===== src/rtl/hilo_div_ctrl_if.sv =====
`default_nettype none
// ============================================================================
//  Module   : hilo_div_ctrl_if
//  Brief    : EX-side issue, DIV unit launch/result and HI/LO result bundle
//             for the HI/LO divide controller.
//  Revision : 1.0  initial release
// ============================================================================
interface hilo_div_ctrl_if #(
    parameter int WIDTH = 32
);
    logic             flush;
    logic             issue_valid;
    logic [2:0]       issue_op;
    logic [WIDTH-1:0] src_a;
    logic [WIDTH-1:0] src_b;
    logic [WIDTH-1:0] div_quotient;
    logic [WIDTH-1:0] div_remainder;
    logic             div_start;
    logic             div_signed;
    logic [WIDTH-1:0] div_dividend;
    logic [WIDTH-1:0] div_divisor;
    logic             stall_req;
    logic             busy;
    logic [WIDTH-1:0] hi;
    logic [WIDTH-1:0] lo;
    logic [WIDTH-1:0] mf_data;
    logic             mf_valid;
    logic             done;

    // Driver side: EX pipeline plus the DIV unit result path
    modport master (
        output flush, issue_valid, issue_op, src_a, src_b,
               div_quotient, div_remainder,
        input  div_start, div_signed, div_dividend, div_divisor,
               stall_req, busy, hi, lo, mf_data, mf_valid, done
    );

    modport slave (
        input  flush, issue_valid, issue_op, src_a, src_b,
               div_quotient, div_remainder,
        output div_start, div_signed, div_dividend, div_divisor,
               stall_req, busy, hi, lo, mf_data, mf_valid, done
    );
endinterface
`default_nettype wire


===== src/rtl/hilo_div_ctrl.sv =====
`default_nettype none
// ============================================================================
//  Module   : hilo_div_ctrl
//  Brief    : Issues one divide at a time to a fixed-latency DIV unit, owns the
//             architectural HI/LO registers and stalls EX while a divide runs.
//  Revision : 1.0  initial release
// ============================================================================
module hilo_div_ctrl #(
    parameter int WIDTH   = 32,
    parameter int LATENCY = 16
) (
    input  logic                clk,
    input  logic                reset,
    hilo_div_ctrl_if.slave      bus
);

    localparam int         c_CNT_W    = (LATENCY > 2) ? $clog2(LATENCY) : 1;
    localparam logic [c_CNT_W-1:0] c_CNT_LOAD = c_CNT_W'(LATENCY - 1);

    localparam logic [2:0] c_OP_NOP0 = 3'd0;
    localparam logic [2:0] c_OP_DIV  = 3'd1;
    localparam logic [2:0] c_OP_DIVU = 3'd2;
    localparam logic [2:0] c_OP_MTHI = 3'd3;
    localparam logic [2:0] c_OP_MTLO = 3'd4;
    localparam logic [2:0] c_OP_MFHI = 3'd5;
    localparam logic [2:0] c_OP_MFLO = 3'd6;
    localparam logic [2:0] c_OP_NOP7 = 3'd7;

    localparam logic [1:0] c_ST_IDLE = 2'd0;
    localparam logic [1:0] c_ST_RUN  = 2'd1;
    localparam logic [1:0] c_ST_WB   = 2'd2;

    logic [1:0]         r_state;
    logic [c_CNT_W-1:0] r_cnt;
    logic [WIDTH-1:0]   r_hi;
    logic [WIDTH-1:0]   r_lo;
    logic [WIDTH-1:0]   r_mf_data;
    logic [WIDTH-1:0]   r_dividend;
    logic [WIDTH-1:0]   r_divisor;
    logic               r_div_start;
    logic               r_div_signed;
    logic               r_mf_valid;
    logic               r_done;

    logic               w_busy;
    logic               w_op_real;

    assign w_busy    = (r_state != c_ST_IDLE);
    assign w_op_real = (bus.issue_op != c_OP_NOP0) && (bus.issue_op != c_OP_NOP7);

    always_ff @(posedge clk) begin
        if (reset) begin
            r_state      <= c_ST_IDLE;
            r_cnt        <= '0;
            r_hi         <= '0;
            r_lo         <= '0;
            r_mf_data    <= '0;
            r_dividend   <= '0;
            r_divisor    <= '0;
            r_div_start  <= 1'b0;
            r_div_signed <= 1'b0;
            r_mf_valid   <= 1'b0;
            r_done       <= 1'b0;
        end else begin
            r_div_start <= 1'b0;
            r_mf_valid  <= 1'b0;
            r_done      <= 1'b0;
            if (bus.flush) begin
                // Drops the presented op and any in-flight divide; HI/LO keep their values
                r_state <= c_ST_IDLE;
                r_cnt   <= '0;
            end else begin
                case (r_state)
                    c_ST_IDLE: begin
                        if (bus.issue_valid) begin
                            case (bus.issue_op)
                                c_OP_DIV, c_OP_DIVU: begin
                                    if (bus.src_b != '0) begin
                                        r_div_start  <= 1'b1;
                                        r_div_signed <= (bus.issue_op == c_OP_DIV);
                                        r_dividend   <= bus.src_a;
                                        r_divisor    <= bus.src_b;
                                        r_cnt        <= c_CNT_LOAD;
                                        r_state      <= c_ST_RUN;
                                    end else begin
                                        // Divide by zero completes immediately, HI/LO untouched
                                        r_done <= 1'b1;
                                    end
                                end
                                c_OP_MTHI: r_hi <= bus.src_a;
                                c_OP_MTLO: r_lo <= bus.src_a;
                                c_OP_MFHI: begin
                                    r_mf_data  <= r_hi;
                                    r_mf_valid <= 1'b1;
                                end
                                c_OP_MFLO: begin
                                    r_mf_data  <= r_lo;
                                    r_mf_valid <= 1'b1;
                                end
                                default: ;
                            endcase
                        end
                    end
                    c_ST_RUN: begin
                        if (r_cnt == '0) begin
                            r_state <= c_ST_WB;
                        end else begin
                            r_cnt <= r_cnt - 1'b1;
                        end
                    end
                    c_ST_WB: begin
                        r_lo    <= bus.div_quotient;
                        r_hi    <= bus.div_remainder;
                        r_done  <= 1'b1;
                        r_state <= c_ST_IDLE;
                    end
                    default: begin
                        r_state <= c_ST_IDLE;
                        r_cnt   <= '0;
                    end
                endcase
            end
        end
    end

    assign bus.stall_req    = bus.issue_valid && w_busy && w_op_real;
    assign bus.busy         = w_busy;
    assign bus.div_start    = r_div_start;
    assign bus.div_signed   = r_div_signed;
    assign bus.div_dividend = r_dividend;
    assign bus.div_divisor  = r_divisor;
    assign bus.hi           = r_hi;
    assign bus.lo           = r_lo;
    assign bus.mf_data      = r_mf_data;
    assign bus.mf_valid     = r_mf_valid;
    assign bus.done         = r_done;

endmodule
`default_nettype wire


===== src/flat_wrapper.sv =====
// flat-port wrapper written by rule: the top's interface ports become plain ports
module hilo_div_ctrl_flat 
#(
    parameter int WIDTH   = 32,
    parameter int LATENCY = 16
)
  (clk, reset, bus_flush, bus_issue_valid, bus_issue_op, bus_src_a, bus_src_b, bus_div_quotient, bus_div_remainder, bus_div_start, bus_div_signed, bus_div_dividend, bus_div_divisor, bus_stall_req, bus_busy, bus_hi, bus_lo, bus_mf_data, bus_mf_valid, bus_done);
  hilo_div_ctrl_if #(.WIDTH(WIDTH)) bus_i ();
  input  logic clk;
  input  logic reset;
  input wire logic [$bits(bus_i.flush)-1:0] bus_flush;
  input wire logic [$bits(bus_i.issue_valid)-1:0] bus_issue_valid;
  input wire logic [$bits(bus_i.issue_op)-1:0] bus_issue_op;
  input wire logic [$bits(bus_i.src_a)-1:0] bus_src_a;
  input wire logic [$bits(bus_i.src_b)-1:0] bus_src_b;
  input wire logic [$bits(bus_i.div_quotient)-1:0] bus_div_quotient;
  input wire logic [$bits(bus_i.div_remainder)-1:0] bus_div_remainder;
  output wire logic [$bits(bus_i.div_start)-1:0] bus_div_start;
  output wire logic [$bits(bus_i.div_signed)-1:0] bus_div_signed;
  output wire logic [$bits(bus_i.div_dividend)-1:0] bus_div_dividend;
  output wire logic [$bits(bus_i.div_divisor)-1:0] bus_div_divisor;
  output wire logic [$bits(bus_i.stall_req)-1:0] bus_stall_req;
  output wire logic [$bits(bus_i.busy)-1:0] bus_busy;
  output wire logic [$bits(bus_i.hi)-1:0] bus_hi;
  output wire logic [$bits(bus_i.lo)-1:0] bus_lo;
  output wire logic [$bits(bus_i.mf_data)-1:0] bus_mf_data;
  output wire logic [$bits(bus_i.mf_valid)-1:0] bus_mf_valid;
  output wire logic [$bits(bus_i.done)-1:0] bus_done;
  assign bus_i.flush = bus_flush;
  assign bus_i.issue_valid = bus_issue_valid;
  assign bus_i.issue_op = bus_issue_op;
  assign bus_i.src_a = bus_src_a;
  assign bus_i.src_b = bus_src_b;
  assign bus_i.div_quotient = bus_div_quotient;
  assign bus_i.div_remainder = bus_div_remainder;
  assign bus_div_start = bus_i.div_start;
  assign bus_div_signed = bus_i.div_signed;
  assign bus_div_dividend = bus_i.div_dividend;
  assign bus_div_divisor = bus_i.div_divisor;
  assign bus_stall_req = bus_i.stall_req;
  assign bus_busy = bus_i.busy;
  assign bus_hi = bus_i.hi;
  assign bus_lo = bus_i.lo;
  assign bus_mf_data = bus_i.mf_data;
  assign bus_mf_valid = bus_i.mf_valid;
  assign bus_done = bus_i.done;
  hilo_div_ctrl #(.WIDTH(WIDTH), .LATENCY(LATENCY)) u_core (.clk(clk), .reset(reset), .bus(bus_i));
endmodule

===== config.mk =====
export PLATFORM = sky130hd
export DESIGN_NAME = hilo_div_ctrl_flat
export DESIGN_NICKNAME = d
export VERILOG_FILES = /design/src/rtl/hilo_div_ctrl_if.sv /design/src/rtl/hilo_div_ctrl.sv /design/src/flat_wrapper.sv
export SDC_FILE = /design/constraint.sdc
export NUM_CORES = 1
export LEC_CHECK = 0
export CAP_MARGIN = 10
export CORE_MARGIN = 10
export CORE_UTILIZATION = 35
export CTS_CLUSTER_SIZE = 24
export DETAILED_ROUTE_END_ITERATION = 10
export GPL_TIMING_DRIVEN = 0
export HOLD_SLACK_MARGIN = 0.1
export PLACE_DENSITY = 0.68
export SETUP_SLACK_MARGIN = 0.2
export SYNTH_ARGS = -nofsm -noshare
export SYNTH_HDL_FRONTEND = slang
export SYNTH_SLANG_ARGS = --single-unit

===== constraint.sdc =====
create_clock -name clk -period 3.1 [get_ports clk]
set_input_delay 0.62 -clock clk [delete_from_list [all_inputs] [get_ports clk]]
set_output_delay 0.62 -clock clk [all_outputs]
set_load 0.02 [all_outputs]

==> results by group, run 1 <==
Status
  • Status: completed

Yosys
  • Syn_nets: 962
  • Synth area leader: dfxtp_1
  • Unique masters post-synth: 39
  • Avg Inst Size Synth: 9.29 um2
  • Number of synthesized flops with an enable pin: 0
  • Cell with the most instances after synthesis: dfxtp_1
  • Synthesized flop and latch total: 170
  • Share of the yosys chip area belonging to registers: 0.443
  • FFs w/ async S/R, synth: 0
  • Mapped Area: 7680 um2
  • Top post-synthesis cells by area: dfxtp_1 44%, mux2i_1 13%, nand2b_1 10%, a211oi_1 7.6%, nor2_1 4.9%
  • Yosys warnings: 0
  • Synth top cells by count: 170 x dfxtp_1, 128 x nand2b_1, 100 x nor2_1
  • Mapped Cells: 826
  • Share of the synthesized area in the top cell type: 0.443
  • Synth Flop Type: dfxtp_1

Layout
  • Post-Layout Inst Area: 11,600 um2
  • Share of layout cells above drive strength 1: 0.0727
  • Final net count: 1,279
  • Final core occ: 0.533
  • Fillers: 2,034
  • Area delta synth->final: 50.6%

Clock network
  • CTS Hold Bufs: 0
  • Clk root buf: clkbuf_16
  • CTS tree: yes
  • Clock sink count: 170
  • Worst-Skew Late Latency: 0.43 ns
  • CTS clk-pin slew, worst paths: 0.06 ns
  • Num CTS Buffers: 17
  • H-Tree Depth: 4
  • Clk buf depth: 2
  • Setup bufs post-CTS: 0

Routing
  • Wire per inst: 20.0 um
  • Vias post-DR: 7,107
  • DRC viols: 0
  • Drt pass-1 iters: 5
  • Initial drt markers: 456
  • Routed Antenna Nets: 0
  • Total wire length: 28,700 um
  • Average vias per placed instance: 4.94

Critical path
  • CP Capture Type: primary output
  • Critical Path Most Common Cell: clkdlybuf4s50_1
  • Worst path max stage delay: 0.63 ns
  • Critical path cell sequence: clkdlybuf4s50_1, nor3_1, and4b_1, clkdlybuf4s50_1
  • CP Buf/Inv Count: 2
  • Slowest CP cell: clkdlybuf4s50_1
  • Max FO, Critical Path: 6
  • Worst path required time: 2.48 ns
  • Setup Crit Path Kind: input pin to primary output
  • Top delay family on crit path: buffers and inverters
  • Crit path launch type: input pin
  • WP data arrival: 2.16 ns

Timing
  • Final worst setup slack: 0.317 ns
  • Max transition margin: 0.487
  • Worst-Margin Slew: 0.766 ns
  • Final TNS setup: 0 ns
  • Final min period: 2.78 ns
  • Period utilization: 0.898
  • RSZ-0062 raised after global routing: no
  • Hold Fails Final Rpt: 0
  • Final setup fails: 0
  • Final Max Tran Viols: 0
  • F_max: 359 MHz
  • Worst Skew: 0.0108 ns

Die
  • I/O Pins: 301
  • Core footprint: 21,700 um2
  • Die Y: 168 um
  • Die area: 28,300 um2
  • Row cnt: 54
  • Starting Density: 0.354
  • Die X: 168 um

Global routing
  • Global-route wire length before repair: 43,800 um
  • Initial antenna violation count: 1
  • Largest net degree at the start of global routing: 17
  • GR Overflow Total: 0
  • Tot GR Track Use: 0.196
  • Vias in the first global route: 7,144

Place
  • Placed cell areas: 11,000 um2
  • HPWL after detailed placement: 22,600 um
  • Place WS: -0.00964 ns
  • Port bufs: 298
  • Final Wtd Congestion: 0.879

Power and ir drop
  • Leak: 0.00408 uW
  • VDD IR max: 0.327 mV
  • P per Cell Area: 436 nW/um2

Run
  • Max cap viols: 0

Min path
  • Worst min path class: flop to flop
[where the power goes]
group          internal [uW]  switching [uW]  total [uW]  leakage, uW
clock                   1070             935        2010     0.000270
sequential              2250            41.3        2290      0.00138
combinational            389             358         746      0.00243
[metal layers]
layer / GRT usage / part of all wire / vias up
met1: 0.245 / 0.44 / 3349
met2: 0.321 / 0.49 / 217
met3: 0.0556 / 0.062 / 21
li1: - / - / 3520
met5: 0 / 0 / -
met4: 0.0522 / 0.015 / 0
[cells by family after synthesis]
| logic type | share of synthesized area |
|---|---|
| mux | 0.125 |
| flops | 0.443 |
| simple gates | 0.221 |
| fa+ha+maj | 0.00163 |
| compound gates | 0.160 |
| buf+inv | 0.0455 |
| xor+xnor | 0.00326 |
[flip-flops by register name (all words and copies together), names as in the netlist]
name,flops
u_core.bus.div_signed,1
u_core.bus.lo,32
u_core.bus.mf_valid,1
u_core.bus.mf_data,32
u_core.bus.done,1
u_core.bus.div_start,1
u_core.bus.hi,32
u_core.bus.div_dividend,32
u_core.r_state,2
u_core.bus.div_divisor,32
u_core.r_cnt,4
[final timing paths]
kind	start	end	slack, ns	depth (start not counted)
max reg2reg	u_core.r_state[1]$_SDFFE_PP0P_	u_core.bus.hi[21]$_SDFFE_PP0P_	0.85	6
max	bus_issue_op[2]	bus_stall_req	0.32	4
min	u_core.bus.div_dividend[24]$_SDFFE_PP0P_	u_core.bus.div_dividend[24]$_SDFFE_PP0P_	0.47	2
min reg2reg	u_core.bus.div_dividend[24]$_SDFFE_PP0P_	u_core.bus.div_dividend[24]$_SDFFE_PP0P_	0.47	2
[repair_timing]
action,CTS,global route
endpoints found under the setup margin,0,1
hold endpoints to repair,0,0
gates resized for setup,0,3
[cell type report]
type                       count  area [um2]  area share
sequential                   170        3400       0.294
timing repair buffer         298        2990       0.258
buffer                        70         335      0.0290
inverter                       4        15.0     0.00130
tap                          280         350      0.0303
multi-input combinational    582        3920       0.339
clock buffer                  19         453      0.0392
antenna                        2        5.00    0.000433
clock inverter                13        92.6     0.00801
[cells in the final DEF (no fill, tap or decap), types with 3 or more instances in the layout]
cell type and n:
o21ai_0 6, nand3_1 3, nand2b_1 128, mux2i_1 96, nor2_1 100, a21oi_1 68, nor2b_1 34, clkbuf_16 17
a211oi_2 18, clkdlybuf4s50_1 297, buf_6 5, clkinv_4 3, inv_1 4, dfxtp_1 170, clkinv_2 5, nand2_1 11
nor3_1 4, buf_4 4, nor4_1 11, nor3_2 3, a211oi_1 78, inv_6 3, buf_2 15, clkbuf_1 45
[stage by stage]
stage,hold slack (ns),total power [uW],cells
floorplan,0.466,2680,826
CTS,0.474,5080,1436
finish,0.471,5040,1438
detailed placement,0.457,3080,1404
global route,0.487,5240,1437
global placement,0.449,3080,1404
[tightest hold or removal path: stages (launching register included)]
cell      delay (ns)
dfxtp_1         0.31
nand2b_1        0.06
mux2i_1         0.06
(Power assumes the default switching activity.)
==> inputs of run 2 (changes only) <==
Settings changed: DONT_BUFFER_PORTS set to 1, PLACE_DENSITY 0.68 to 0.5.
==> results by group, run 2 (same netlist as run 1, synthesis figures left out) <==
Clock network
  • Worst-Skew Late Latency: 0.43 ns
  • Clk root buf: clkbuf_16
  • CTS tree: yes
  • Setup bufs post-CTS: 0
  • Clock sink count: 170
  • Clk buf depth: 2
  • CTS clk-pin slew, worst paths: 0.07 ns
  • H-Tree Depth: 4
  • CTS Hold Bufs: 0
  • Num CTS Buffers: 17
  • CTS resizes: 0

Routing
  • DRC viols: 0
  • Total wire length: 27,400 um
  • Average vias per placed instance: 5.28
  • Initial drt markers: 430
  • Routed Antenna Nets: 0
  • Vias post-DR: 6,007
  • Wire per inst: 24.1 um
  • Drt pass-1 iters: 4

Critical path
  • Worst path required time: 2.48 ns
  • CP Capture Type: primary output
  • WP data arrival: 1.84 ns
  • Setup Crit Path Kind: flop to primary output
  • Crit path launch type: flop
  • Max FO, Critical Path: 7

Timing
  • Final setup fails: 0
  • Final min period: 2.46 ns
  • F_max: 407 MHz
  • RSZ-0062 raised after global routing: no
  • Hold Fails Final Rpt: 0
  • Max transition margin: 0.441
  • Final Max Tran Viols: 0
  • Final TNS setup: 0 ns
  • Worst-Margin Slew: 0.834 ns
  • Worst Skew: 0.0126 ns
  • Period utilization: 0.793

Global routing
  • Largest net degree at the start of global routing: 17
  • Vias in the first global route: 5,825
  • Initial antenna violation count: 0
  • GR Overflow Total: 0
  • Global-route wire length before repair: 40,000 um
  • Tot GR Track Use: 0.184

Layout
  • Final net count: 981
  • Share of layout cells above drive strength 1: 0.0956
  • Fillers: 2,197
  • Commonest non-fill, non-tap cell in the layout: dfxtp_1
  • Post-Layout Inst Area: 8580 um2
  • Commonest non-fill, non-tap cells in the layout: 170 x dfxtp_1, 128 x nand2b_1, 100 x nor2_1, 96 x mux2i_1, 78 x a211oi_1
  • Multi-input logic area: 3920 um2
  • # diodes: 0
  • Area delta synth->final: 11.8%
  • Storage cell area: 3400 um2

Place
  • HPWL after detailed placement: 21,300 um
  • Final Wtd Congestion: 0.825
  • Placed cell areas: 8030 um2
  • Port bufs: 0

Die
  • Starting Density: 0.354
  • Die X: 168 um
  • Core footprint: 21,700 um2
  • I/O Pins: 301
  • Die area: 28,300 um2
  • Die Y: 168 um
  • Row cnt: 54

Min path
  • Worst min path class: input pin to flop

Power and ir drop
  • P per Cell Area: 558 nW/um2
  • VDD IR max: 0.253 mV
  • Leak: 0.00297 uW

Run
  • Max cap viols: 0

Status
  • Status: completed
[run 2: layer usage]
layer,routed length (um),track usage,vias to the layer above,share of wire
met1,11300,0.224,2819,0.41
li1,-,-,2921,-
met5,0,0,-,0
met3,2800,0.0719,28,0.10
met2,13000,0.295,239,0.47
met4,381,0.0511,0,0.014
[run 2: area by class of cell]
cell class                 count  share of cell area
buffer                        70              0.0389
clock buffer                  19              0.0516
clock inverter                13              0.0128
inverter                       4             0.00175
multi-input combinational    582               0.457
sequential                   170               0.397
tap                          280              0.0408
[run 2: worst paths after layout]
path                                       endpoint                           start  cells past startpoint  slack (ns)
max                                   bus_stall_req  u_core.r_state[0]$_SDFFE_PP0P_                      4        0.64
min          u_core.bus.div_divisor[5]$_SDFFE_PP0P_                    bus_src_b[5]                      2        0.33
max reg2reg           u_core.bus.hi[1]$_SDFFE_PP0P_  u_core.r_state[1]$_SDFFE_PP0P_                      6        0.76
min reg2reg            u_core.r_cnt[2]$_SDFFE_PP0P_    u_core.r_cnt[2]$_SDFFE_PP0P_                      2        0.51
[run 2: power by group]
group | total, uW | switching, uW | internal (uW)
logic | 354 | 205 | 149
clock network | 2050 | 986 | 1070
registers | 2380 | 133 | 2250
total | 4790 | 1320 | 3460
[run 2: metrics by stage]
stage               hold WS [ns]  cells  setup slack, ns  total power [uW]   util
global route               0.318   1138            0.521              4960  0.396
finish                     0.333   1138            0.643              4790  0.396
detailed placement         0.504   1106            0.466              2790  0.370
floorplan                  0.466    826             1.00              2680      -
global placement           0.496   1106            0.422              2790  0.370
CTS                        0.314   1138            0.597              4830  0.396
[run 2: worst max-delay path, stage by stage, from the launching register on]
cell and delay [ns]:
dfxtp_1 0.31, clkbuf_1 0.27, or2_1 0.14, buf_2 0.27, and4b_1 0.42
